$ cat src/rtl/clk_div_prog.sv
// Runtime-programmable integer clock divider with a divisor-load handshake.
// Produces a registered divided clock, a period-end tick strobe and load ack/err pulses.
module clk_div_prog #(
   parameter int unsigned CNT_W   = 8,
   parameter int unsigned DEF_DIV = 4
) (
   input  logic             clk,
   input  logic             reset,
   input  logic             en,
   input  logic [CNT_W-1:0] div_val,
   input  logic             div_load,
   output logic             div_ack,
   output logic             div_err,
   output logic             clk_out,
   output logic             tick
);

   localparam int unsigned HW = CNT_W + 1;

   typedef enum logic {
      IDLE = 1'b0,
      RUN  = 1'b1
   } state_t;

   state_t           state, state_nx;
   logic [CNT_W-1:0] cnt, cnt_nx;
   logic [CNT_W-1:0] n, n_nx;
   logic [CNT_W-1:0] pend_val, pend_val_nx;
   logic             pend, pend_nx;
   logic             clk_out_nx, tick_nx, ack_nx, err_nx;
   logic             load_ok, load_bad, at_end, apply;
   logic [HW-1:0]    half_nx;

   // State and datapath registers
   always_ff @(posedge clk) begin
      if (reset) begin
         state    <= IDLE;
         cnt      <= '0;
         n        <= CNT_W'(DEF_DIV);
         pend_val <= '0;
         pend     <= 1'b0;
         clk_out  <= 1'b0;
         tick     <= 1'b0;
         div_ack  <= 1'b0;
         div_err  <= 1'b0;
      end else begin
         state    <= state_nx;
         cnt      <= cnt_nx;
         n        <= n_nx;
         pend_val <= pend_val_nx;
         pend     <= pend_nx;
         clk_out  <= clk_out_nx;
         tick     <= tick_nx;
         div_ack  <= ack_nx;
         div_err  <= err_nx;
      end
   end

   // Next-state, counter and handshake logic
   always_comb begin
      state_nx    = state;
      cnt_nx      = '0;
      n_nx        = n;
      pend_val_nx = pend_val;
      pend_nx     = pend;
      clk_out_nx  = 1'b0;
      tick_nx     = 1'b0;
      ack_nx      = 1'b0;
      err_nx      = 1'b0;
      load_ok     = 1'b0;
      load_bad    = 1'b0;
      at_end      = 1'b0;
      apply       = 1'b0;
      half_nx     = '0;

      load_ok  = div_load && (div_val >= CNT_W'(2));
      load_bad = div_load && !load_ok;
      at_end   = (state == RUN) && (cnt == n - CNT_W'(1));

      // A rejected load on an apply edge defers the apply so ack and err never coincide
      apply = !load_bad && (((state == IDLE) && pend) || (at_end && (pend || load_ok)));

      state_nx    = en ? RUN : IDLE;
      pend_val_nx = load_ok ? div_val : pend_val;
      n_nx        = apply ? pend_val_nx : n;
      pend_nx     = apply ? 1'b0 : (pend || load_ok);

      if (!en || (state == IDLE) || at_end) begin
         cnt_nx = '0;
      end else begin
         cnt_nx = cnt + CNT_W'(1);
      end

      half_nx    = ({1'b0, n_nx} + HW'(1)) >> 1;
      clk_out_nx = en && ({1'b0, cnt_nx} < half_nx);
      tick_nx    = en && (cnt_nx == n_nx - CNT_W'(1));
      ack_nx     = apply;
      err_nx     = load_bad;
   end

endmodule

$ cat config.mk
export PLATFORM = sky130hd
export DESIGN_NAME = clk_div_prog
export DESIGN_NICKNAME = d
export VERILOG_FILES = /design/src/rtl/clk_div_prog.sv
export SDC_FILE = /design/constraint.sdc
export NUM_CORES = 1
export LEC_CHECK = 0
export BUFFER_PORTS_ARGS = -buffer_cell sky130_fd_sc_hd__buf_2
export CORE_ASPECT_RATIO = 0.8
export CORE_MARGIN = 5
export CORE_UTILIZATION = 40
export DETAILED_ROUTE_END_ITERATION = 10
export PLACE_DENSITY = 0.55
export SYNTH_ARGS = -nofsm -noshare
export SYNTH_HDL_FRONTEND = slang
export SYNTH_SLANG_ARGS = --single-unit
$ cat constraint.sdc
create_clock -name clk -period 5.5 [get_ports clk]
set_input_delay 0.825 -clock clk [delete_from_list [all_inputs] [get_ports clk]]
set_output_delay 0.825 -clock clk [all_outputs]
set_load 0.1 [all_outputs]
Word-level counts from Yosys, hierarchy flattened

Cells that the tools add are included.

Add/subtract/negate cells: 4
Order comparisons: 2
Equal/unequal tests: 2
Mux-type cells: 4
Bitwise gates (word level): 1
Reduce and logical (&&, ||, !) cells: 16

Operator list:

| cell                                                              | number |
|---|---|
| 2-to-1 mux 8 bit                                                  | 3 |
| == test 8 bit                                                     | 2 |
| subtractor 8 x 1 -> 8 bit, second input constant                  | 2 |
| adder 8 x 1 -> 9 bit, second input constant                       | 1 |
| adder 8 x 1 -> 8 bit, second input constant                       | 1 |
| greater-or-equal comparator 8 x 2 -> 1 bit, second input constant | 1 |
| logical AND 1 bit                                                 | 8 |
| < comparator 8 bit                                                | 1 |
| logical OR 1 bit                                                  | 4 |
| zero test 1 bit                                                   | 3 |
| OR reduction 2 bit                                                | 1 |
| 2-to-1 mux 1 bit                                                  | 1 |
| NOT 1 bit                                                         | 1 |

Flip-flop bits (word level): 30
Input bits: 12
Output and inout bits: 4
Logic and storage cells: 38

Depth between registers and ports, before layout

Gate-level depths: netlist of the first run.

Word-level depth: 10
Mapped depth: 21

Least setup slack after synthesis of the first run

OpenSTA, ideal clock, no wires.

Kind: flip-flop to flip-flop
From: register n[2]
To: register clk_out
Arrival time: 4.005 ns
Data required time: 5.440 ns
Path slack: 1.435 ns
Stages on the path, launching flop included: 21
Buffers on the path: 3
Period minus slack after synthesis: 4.065 ns
Cells stage by stage: dfxtp_1 -> buf_6 -> or4_4 -> or4b_1 -> a211oi_1 -> nor3_1 -> o31ai_4 -> buf_6 -> buf_2 -> nand2_1 -> o21ai_0 -> inv_1 -> ha_1 -> inv_1 -> nor2_1 -> xor2_1 -> ha_1 -> a21oi_1 -> nor2b_1 -> o21ai_0 -> o2111a_1

Longest elaborated chain between the ends: 10

RTL lines:

| element                   | RTL line | source |
|---|---|---|
| start, declared           | 27       | `logic [CNT_W-1:0] n, n_nx;` |
| start signal, assigned    | 39       | `n <= CNT_W'(DEF_DIV);` |
| start signal, assigned    | 49       | `n <= n_nx;` |
| subtractor 8 x 1 -> 8 bit | 78       | `at_end = (state == RUN) && (cnt == n - CNT_W'(1));` |
| == test 8 bit             | 78       |  |
| logical AND 1 bit         | 78       |  |
| logical AND 1 bit         | 81       | `apply = !load_bad && (((state == IDLE) && pend) \|\| (at_end && (pend \|\| load_ok)));` |
| logical OR 1 bit          | 81       |  |
| logical AND 1 bit         | 81       |  |
| 2-to-1 mux 8 bit          | 85       | `n_nx = apply ? pend_val_nx : n;` |
| named net n_nx[1]         | 27       |  |
| adder 8 x 1 -> 9 bit      | 94       | `half_nx = ({1'b0, n_nx} + HW'(1)) >> 1;` |
| < comparator 8 bit        | 95       | `clk_out_nx = en && ({1'b0, cnt_nx} < half_nx);` |
| logical AND 1 bit         | 95       |  |
| end signal, assigned      | 52       | `clk_out <= clk_out_nx;` |
| end, declared             | 14       | `output logic clk_out,` |

The timed path passes the listed nets, and every way through them passes these cells.
A chain may end at the register's enable or synchronous reset.

Final worst setup path of the first run

From: register n[0]
To: register clk_out

Longest elaborated chain between the ends: 10

RTL lines:

| element                   | RTL line |
|---|---|
| subtractor 8 x 1 -> 8 bit | 78 |
| == test 8 bit             | 78 |
| logical AND 1 bit         | 78 |
| logical AND 1 bit         | 81 |
| logical OR 1 bit          | 81 |
| logical AND 1 bit         | 81 |
| 2-to-1 mux 8 bit          | 85 |
| adder 8 x 1 -> 9 bit      | 94 |
| < comparator 8 bit (*)    | 95 |
| logical AND 1 bit (*)     | 95 |

Every way passes the cells marked *; elsewhere a longest branch is shown, timed or not.

==> run summary, run 1 <==
Status = completed
CTS root buffer = clkbuf_8
Hold depth = 2
Initial antenna violation count = 0
Tmin final = 4.575 ns
Router iterations before antenna repair = 4
Total track usage = 15.91%
Bufs on Longest Clock Path = 2
CP arrival = 4.80 ns
Net count after synthesis = 263
Ant diodes = 0
Most frequent cell after synthesis = nor2_1
Rows = 23
DR iter-0 viols = 78
Yosys reg bits = 30
PwrDens = 245.7 nW/um^2
Post-synthesis cell area = 1987 sq um
Largest net degree at the start of global routing = 29
Startpoint types = flip-flop
Final hold viol count = 0
Avg WL per Cell = 15.07 microns
Post-synthesis sequential area ratio = 30.23%
Synth area leader = dfxtp_1
# Max-Cap Violations = 0
Sinks on Clock Net = 30
# resized after CTS = 0
Classification of the worst setup path = reg2reg
Slew Limit Headroom = 48.12%
RSZ-0062 raised after global routing = false
Nets = 276
Final worst setup slack = 0.9254 ns
Initial core utilization = 40.38%
Crit path required time = 5.73 ns
Fraction of layout cells with a size suffix above 1 = 12.65%
R2r worst-path depth = 15
Post-CTS setup buffers = 0
Post-synthesis cell type count = 48
Hold_sp = pend_val[7]
Dpl ws = 0.9386 ns
Remaining DRCs = 0
Reg-to-reg startpoint = n[0]
Clock transition at the registers of the reported paths = 0.07 ns
# H-tree levels = 2
Worst skew pair latency = 0.28 ns
Die Span Y = 73.04 microns
Crit. End Element = flip-flop
DP Area = 2097 sq um
Avg Cell Area, Syn = 8.279 sq um
Post-synthesis to final-layout area growth = 9.509%
Warnings, synthesis = 0
Die area = 6486 sq um
First-pass GRT wire length = 7928 microns
Vias in the first global route = 1,599
Worst IR Drop VDD = 0.0001444 V
Hold/Removal Path Class = reg2reg
Gpl congestion = 0.8109
Fraction of registers with async set/reset = 0%
Least-Margin Pin Slew = 0.7760 ns
Antenna Nets Post-Route = 0
Gr ovfl total = 0
Die X = 88.80 microns
Final Cell Area = 2176 sq um
CTS tree = done
Number of primary I/O pins = 16
Top_reg_cell synth = dfxtp_1
Buffers on Ports = 15
Worst clock skew = 0.005403 ns
Final setup vio count = 0
Post-synth EDFFs = 0
Maximum fanout along the worst path = 13
Max Slew Vio Count = 0
Via density per instance = 5.175
Max frequency = 0.2186 GHz
Final period util = 83.17%
Top-area cell type share of the netlist area = 30.23%
Num CTS Buffers = 5
Setup tns final = 0 ns
DP HPWL = 3685 microns
Pleak = 0.8599 nW
# hold bufs at CTS = 0
Main area contributors after synthesis = dfxtp_1 30%, xnor2_1 8.4%, ha_1 6.9%
Cell count after synthesis = 240
Post-Route WL = 4748 microns
Commonest cells in the netlist = 33 x nor2_1, 30 x dfxtp_1, 19 x xnor2_1
Via count = 1,630
Core Box Area = 4921 sq um
Crit path from = n[0]
## power breakdown
group	internal (mW)	leakage (nW)	switching, mW
logic	0.0510	0.571	0.0774
clock network	0.0848	0.0438	0.0861
registers	0.227	0.245	0.00871
## cell usage in the layout (no fill, tap or decap), drive strengths merged, types with 2 or more instances in the layout
| master | count |
|---|---|
| or4 | 2 |
| xor2 | 11 |
| nor3 | 16 |
| nand2b | 2 |
| a21o | 2 |
| and3 | 3 |
| inv | 11 |
| clkbuf | 5 |
| nor2b | 8 |
| a22oi | 2 |
| nor4 | 3 |
| a21oi | 4 |
| dfxtp | 30 |
| nor4b | 2 |
| buf | 17 |
| a22o | 3 |
| mux2i | 9 |
| nand2 | 13 |
| ha | 11 |
| nand3 | 7 |
| clkinv | 2 |
| o21ai | 14 |
| nand3b | 2 |
| xnor2 | 19 |
| o31ai | 2 |
| a31oi | 2 |
| nor2 | 34 |
## cell type report
cell class	count	area (sq um)
fillers	503	2745
multi-input cells	188	1287
flip-flops and latches	30	600.6
repair buffers	17	90.09
well taps	62	77.57
clock buffers	5	68.82
inverters	11	41.29
clock inverters	2	10.01
## final timing paths
path                      end  slack, ns
hold reg to reg   pend_val[7]       0.51
setup reg to reg      clk_out       0.93
hold / removal    pend_val[7]       0.51
setup / recovery      clk_out       0.93
## kinds of logic after synthesis
family | share of synthesized area (%)
simple gates | 24.94
xor+xnor | 13.22
compound gates | 14.61
fa+ha+maj | 6.927
flops | 30.23
mux | 5.101
buf+inv | 4.975
## layer usage
metal  part of all wire, %  vias to the layer above  GRT usage (%)
li1                      -                      862              -
met1                    55                      740          25.19
met2                    40                       24          20.92
met3                   4.6                        4          3.612
met4                  0.65                        0          4.530
met5                     0                        -              0
## critical path: stages, from the launching register on
cell,delay [ns]
dfxtp_1,0.36
or4_4,0.57
or4b_1,0.51
a211oi_1,0.24
nor3_1,0.12
o31ai_4,0.59
buf_4,0.29
mux2i_1,0.56
or4_4,0.24
nor2_1,0.05
xor2_1,0.14
ha_1,0.31
a21oi_1,0.15
nor2b_1,0.05
o21ai_0,0.13
o2111a_1,0.19
## flip-flops by register name, indices dropped and copies added, names as in the netlist
signal	cells
pend	1
div_err	1
pend_val	8
clk_out	1
state	1
div_ack	1
n	8
cnt	8
tick	1
## metrics by stage
step | total power, mW | utilization [%] | hold WS, ns | cells
after floorplan | 0.3409 | - | 0.4560 | 240
after global placement | 0.3686 | 42.61 | 0.4843 | 308
after detailed placement | 0.3673 | 42.61 | 0.4922 | 308
after CTS | 0.5379 | 44.22 | 0.5077 | 315
after global routing | 0.5612 | 44.22 | 0.5408 | 315
final | 0.5346 | 44.22 | 0.5071 | 315
Note: power is estimated with default switching activity, not from simulation.
==> run 2, diff against run 1 <==
- PLACE_DENSITY: 0.55 -> 0.57
- clock period: 5.5 -> 4 ns (I/O delays scaled with it)
==> run 2 against run 1 <==
Final cell count grew 6.7%. Sequential share of layout area shrank 2.5 points. Core utilization grew 4.5 points. Critical path type unchanged. Critical path depth is the same. Setup slack lost 0.84 ns. Via count grew 8.1%. Global-route usage grew 0.65 points. Combinational power grew 72%. Count of clock-buffer cells in the layout grew 2. Sequential power grew 37%. Worst hold slack lost 0.0067 ns. Die area is the same.
==> run summary, run 2 (synthesis results as in run 1) <==
Sinks on Clock Net = 30
DP HPWL = 3773 microns
Top cell family by delay on the critical path = simple AND/OR/NAND/NOR gates
Final cell count without fillers = 336
Vias in the first global route = 1,635
CP arrival = 4.15 ns
Final setup vio count = 0
R2R Path End = clk_out
R2r worst-path depth = 15
Num CTS Buffers = 5
Initial antenna violation count = 0
Placed insts = 321
Critical path buffers and inverters = 1
Die Span Y = 73.04 microns
Crit path depth = 15
First-pass GRT wire length = 8017 microns
Maximum fanout along the worst path = 11
Router iterations before antenna repair = 4
Die area = 6486 sq um
# Max-Cap Violations = 0
CP max stage delay = 0.56 ns
Classification of the worst setup path = reg2reg
Die X = 88.80 microns
Bufs on Longest Clock Path = 2
Fraction of layout cells with a size suffix above 1 = 21.17%
Most common cell after layout, fill and taps aside = nor2_1
CTS tree = done
Slew Limit Headroom = 62.01%
# H-tree levels = 2
Final hold viol count = 0
Largest net degree at the start of global routing = 29
DR iter-0 viols = 90
Final period util = 97.90%
Worst skew pair latency = 0.29 ns
Critical Path, Cell by Cell = or4_4, or4b_1, a211oi_2, nor3_2, o31ai_4, buf_12, mux2i_1, or4_4, nor2_2, nand2_1, xnor2_1, ha_1, nor2b_1, o21ai_1, o2111a_1
Remaining DRCs = 0
Antenna Nets Post-Route = 0
Worst IR Drop VDD = 0.0001614 V
Via count = 1,762
Buffers on Ports = 15
Ant diodes = 0
Post-synthesis to final-layout area growth = 20.59%
Worst clock skew = 0.003453 ns
Startpoint types = flip-flop
Tmin final = 3.916 ns
CP dominant cell by count = or4_4
Max Slew Vio Count = 0
Biggest regs = cnt: 8 flops, n: 8 flops, pend_val: 8 flops
Rows = 23
Crit path from = n[1]
R2r setup slk = 0.08 ns
Via density per instance = 5.244
Core Box Area = 4921 sq um
Commonest cells after routing, fill and taps aside = 33 x nor2_1, 29 x dfxtp_1, 19 x xnor2_1, 19 x buf_4
Nets = 296
Pleak = 0.9746 nW
Total track usage = 16.56%
Critical Path End = clk_out
Crit. End Element = flip-flop
Hold/Removal Path Class = reg2reg
Reg-to-reg startpoint = n[1]
Crit path required time = 4.23 ns
Least-Margin Pin Slew = 0.5540 ns
Number of primary I/O pins = 16
RSZ-0062 raised after global routing = true
Gr ovfl total = 0
CTS root buffer = clkbuf_8
Slowest CP cell = or4_4
Gpl congestion = 0.8503
Max frequency = 0.2554 GHz
Clock transition at the registers of the reported paths = 0.06 ns
Setup tns final = 0 ns
PwrDens = 332.0 nW/um^2
Final total power = 795.4 uW
Avg WL per Cell = 15.13 microns
Post-Route WL = 5085 microns
Status = completed
Initial core utilization = 40.38%
-- run 2: layer usage --
metal | track usage [%] | vias up | share of wire (%)
met5 | 0 | - | 0
met3 | 4.176 | 8 | 3.5
li1 | - | 906 | -
met4 | 5.537 | 0 | 1.1
met1 | 24.67 | 822 | 55
met2 | 22.90 | 26 | 41
-- run 2: worst min path at each step --
stage               slack (ns)  cells after the start     endpoint         from
global route              0.55                      2         pend         pend
detailed placement        0.49                      2  pend_val[6]  pend_val[6]
global placement          0.48                      2  pend_val[7]  pend_val[7]
CTS                       0.50                      2  pend_val[6]  pend_val[6]
finish                    0.50                      2  pend_val[6]  pend_val[6]
floorplan                 0.46                      2  pend_val[6]  pend_val[6]
-- run 2: through the flow --
stage / cell area, sq um / setup slack [ns] / utilization [%] / hold WS (ns)
2_1_floorplan: 1987 / 0.004727 / - / 0.4560
3_3_place_gp: 2207 / 0.08764 / 44.85 / 0.4751
3_5_place_dp: 2207 / -0.001294 / 44.85 / 0.4892
4_1_cts: 2302 / 0.03075 / 46.78 / 0.5040
5_1_grt: 2396 / -0.09092 / 48.69 / 0.5501
6_report: 2396 / 0.08400 / 48.69 / 0.5004
-- run 2: final cells by class --
cell class	instances	area, sq um
multi-input combinational	188	1310
clock buffer	7	86.33
fill	480	2525
timing repair buffer	37	274.0
clock inverter	1	5.005
inverter	11	41.29
sequential	30	601.8
tap	62	77.57
-- run 2: where the power goes --
group	total, mW	internal [mW]	switching (mW)
sequential	0.321	0.312	0.00893
clock	0.255	0.139	0.117
combinational	0.220	0.0986	0.121
-- run 2: worst register-to-register path: stages, from the launching register on --
cell and delay, ns:
dfxtp_1 0.31, or4_4 0.53, or4b_1 0.53, a211oi_2 0.24
nor3_2 0.09, o31ai_4 0.24, buf_12 0.18, mux2i_1 0.10
or4_4 0.56, nor2_2 0.11, nand2_1 0.07, xnor2_1 0.14
ha_1 0.31, nor2b_1 0.14, o21ai_1 0.12, o2111a_1 0.18
-- run 2: timing repair --
action                     CTS  global route
setup endpoints to repair    1             2
cloned                       0             1
pin swaps                    0             4
buffers inserted             0             6
hold buffers                 0             0
resized for setup            1             7
==> run 3, diff against run 2 <==
- REMOVE_ABC_BUFFERS: default -> 1
==> run 3 against run 2 <==
Core utilization increased by 1.5 points. Clock power about the same. Critical path depth is the same. Highest routed layer unchanged. Clock skew increased by 0.0068 ns. Final area is 3.1% higher. Worst hold slack better by 0.0083 ns. The flow now finishes with violations (negative setup slack). First-iteration DRC count is 41% higher. Setup slack got worse by 0.089 ns. Flip-flop and latch count stayed put. Critical path type unchanged.
==> run summary, run 3 (synthesis results as in run 1) <==
Status = complete, but fails checks
Failing checks = negative setup slack
Critical Path, Cell by Cell = or4_4, or4b_4, a211oi_4, nor3_4, o31ai_4, buf_12, mux2i_2, or4_4, nor2_4, nand2_2, xnor2_1, ha_1, nor2b_1, o21ai_1, o2111a_1
Via density per instance = 5.381
Remaining DRCs = 0
Dpl ws = -0.01932 ns
CP dominant cell by count = or4_4
First-pass GRT wire length = 8245 microns
CTS root buffer = clkbuf_8
Die area = 6486 sq um
Nets = 299
Wl on met1 = 2648 microns
Commonest cells after routing, fill and taps aside = 32 x nor2_1, 30 x dfxtp_1, 23 x buf_4
DR iter-0 viols = 127
Slew Limit Headroom = 56.96%
Worst IR Drop VDD = 0.0002114 V
# H-tree levels = 2
Worst skew pair latency = 0.29 ns
Gr ovfl total = 0
Classification of the worst setup path = reg2reg
Highest Signal Layer = met4
Biggest regs = cnt: 8 flops, n: 8 flops, pend_val: 8 flops
Startpoint types = flip-flop
Wire length on met3 = 352 microns
Die Span Y = 73.04 microns
Multi-input logic area = 1368 sq um
Worst clock skew = 0.01021 ns
Die X = 88.80 microns
Pleak = 1.008 nW
Initial core utilization = 40.38%
Vias in the first global route = 1,655
Reg area = 600.6 sq um
CTS tree = done
Avg WL per Cell = 15.40 microns
Slowest CP cell = or4_4
Bufs on Longest Clock Path = 2
Num CTS Buffers = 5
Final Cell Area = 2471 sq um
Most common cell after layout, fill and taps aside = nor2_1
Final worst setup slack = -0.005258 ns
DP Area = 2252 sq um
Top cell family by delay on the critical path = simple AND/OR/NAND/NOR gates
Largest net degree at the start of global routing = 29
Ant diodes = 0
Core Box Area = 4921 sq um
Initial antenna violation count = 0
Buffers on Ports = 15
Antenna Nets Post-Route = 0
Router iterations before antenna repair = 4
CP max stage delay = 0.59 ns
PwrDens = 326.2 nW/um^2
Critical path buffers and inverters = 1
Via count = 1,824
Max frequency = 0.2497 GHz
Hold/Removal Path Class = reg2reg
Tmin final = 4.005 ns
Least-Margin Pin Slew = 0.6401 ns
Rows = 23
Post-synthesis to final-layout area growth = 24.37%
RSZ-0062 raised after global routing = true
Final hold viol count = 0
Fillers = 482
# hold bufs at CTS = 0
Final setup vio count = 1
Number of primary I/O pins = 16
Fraction of layout cells with a size suffix above 1 = 24.55%
Met2 WL = 2160 microns
Post-Route WL = 5220 microns
Clock transition at the registers of the reported paths = 0.07 ns
Gpl congestion = 0.8489
Total track usage = 16.89%
Crit path required time = 4.24 ns
Max Slew Vio Count = 0
CP arrival = 4.24 ns
Sinks on Clock Net = 30
Crit. End Element = flip-flop
Maximum fanout along the worst path = 7
# Max-Cap Violations = 0
DP HPWL = 3897 microns
Final period util = 100.1%
## run 3: changes by cell type in the layout (fill, tap and decap cells not counted), sizes merged
cell  delta
buf      +3
## run 3: final cells by class
type,instances,area share (%)
multi-input cells,188,55.34
flip-flops and latches,30,24.30
repair buffers,40,11.85
clock buffers,7,3.494
well taps,62,3.139
inverters,11,1.671
clock inverters,1,0.2025
## run 3: routing by layer
metal / GRT usage, % / up-vias
met5: 0 / -
met4: 4.027 / 0
met3: 4.853 / 8
met2: 23.48 / 53
met1: 25.38 / 852
li1: - / 911
## run 3: final timing paths
kind          startpoint           to  slack, ns  cells past startpoint
max                 n[1]      clk_out     -0.005                     15
min          pend_val[7]  pend_val[7]       0.51                      2
max reg2reg         n[1]      clk_out     -0.005                     15
min reg2reg  pend_val[7]  pend_val[7]       0.51                      2
## run 3: power by group
part           total [mW]  switching [mW]  leakage [nW]  internal (mW)
Sequential          0.320         0.00836         0.245          0.312
Clock               0.255           0.117        0.0482          0.139
Combinational       0.231           0.127         0.715          0.104
Total               0.806           0.252          1.01          0.554
## run 3: what timing repair did
| action | CTS | global route |
|---|---|---|
| endpoints found under the setup margin | 1 | 2 |
| setup buffers | 2 | 1 |
| gates resized for setup | 0 | 20 |
| pin swaps | 1 | 10 |
| cloned | 0 | 1 |
## run 3: through the flow
step | power [mW] | hold slack, ns | util, % | std cells | TNS, ns
floorplan | 0.4597 | 0.4558 | - | 229 | -0.4551
finish | 0.8061 | 0.5086 | 50.22 | 339 | -0.005258
CTS | 0.7968 | 0.5123 | 47.93 | 337 | 0
global route | 0.8520 | 0.5461 | 50.22 | 339 | -0.1542
detailed placement | 0.5359 | 0.4951 | 45.77 | 327 | -0.01932
global placement | 0.5348 | 0.4734 | 45.77 | 327 | 0
## run 3: worst min-delay path, stage by stage, from the launching register on
cell	delay, ns
dfxtp_1	0.31
mux2i_1	0.08
nor2_1	0.09
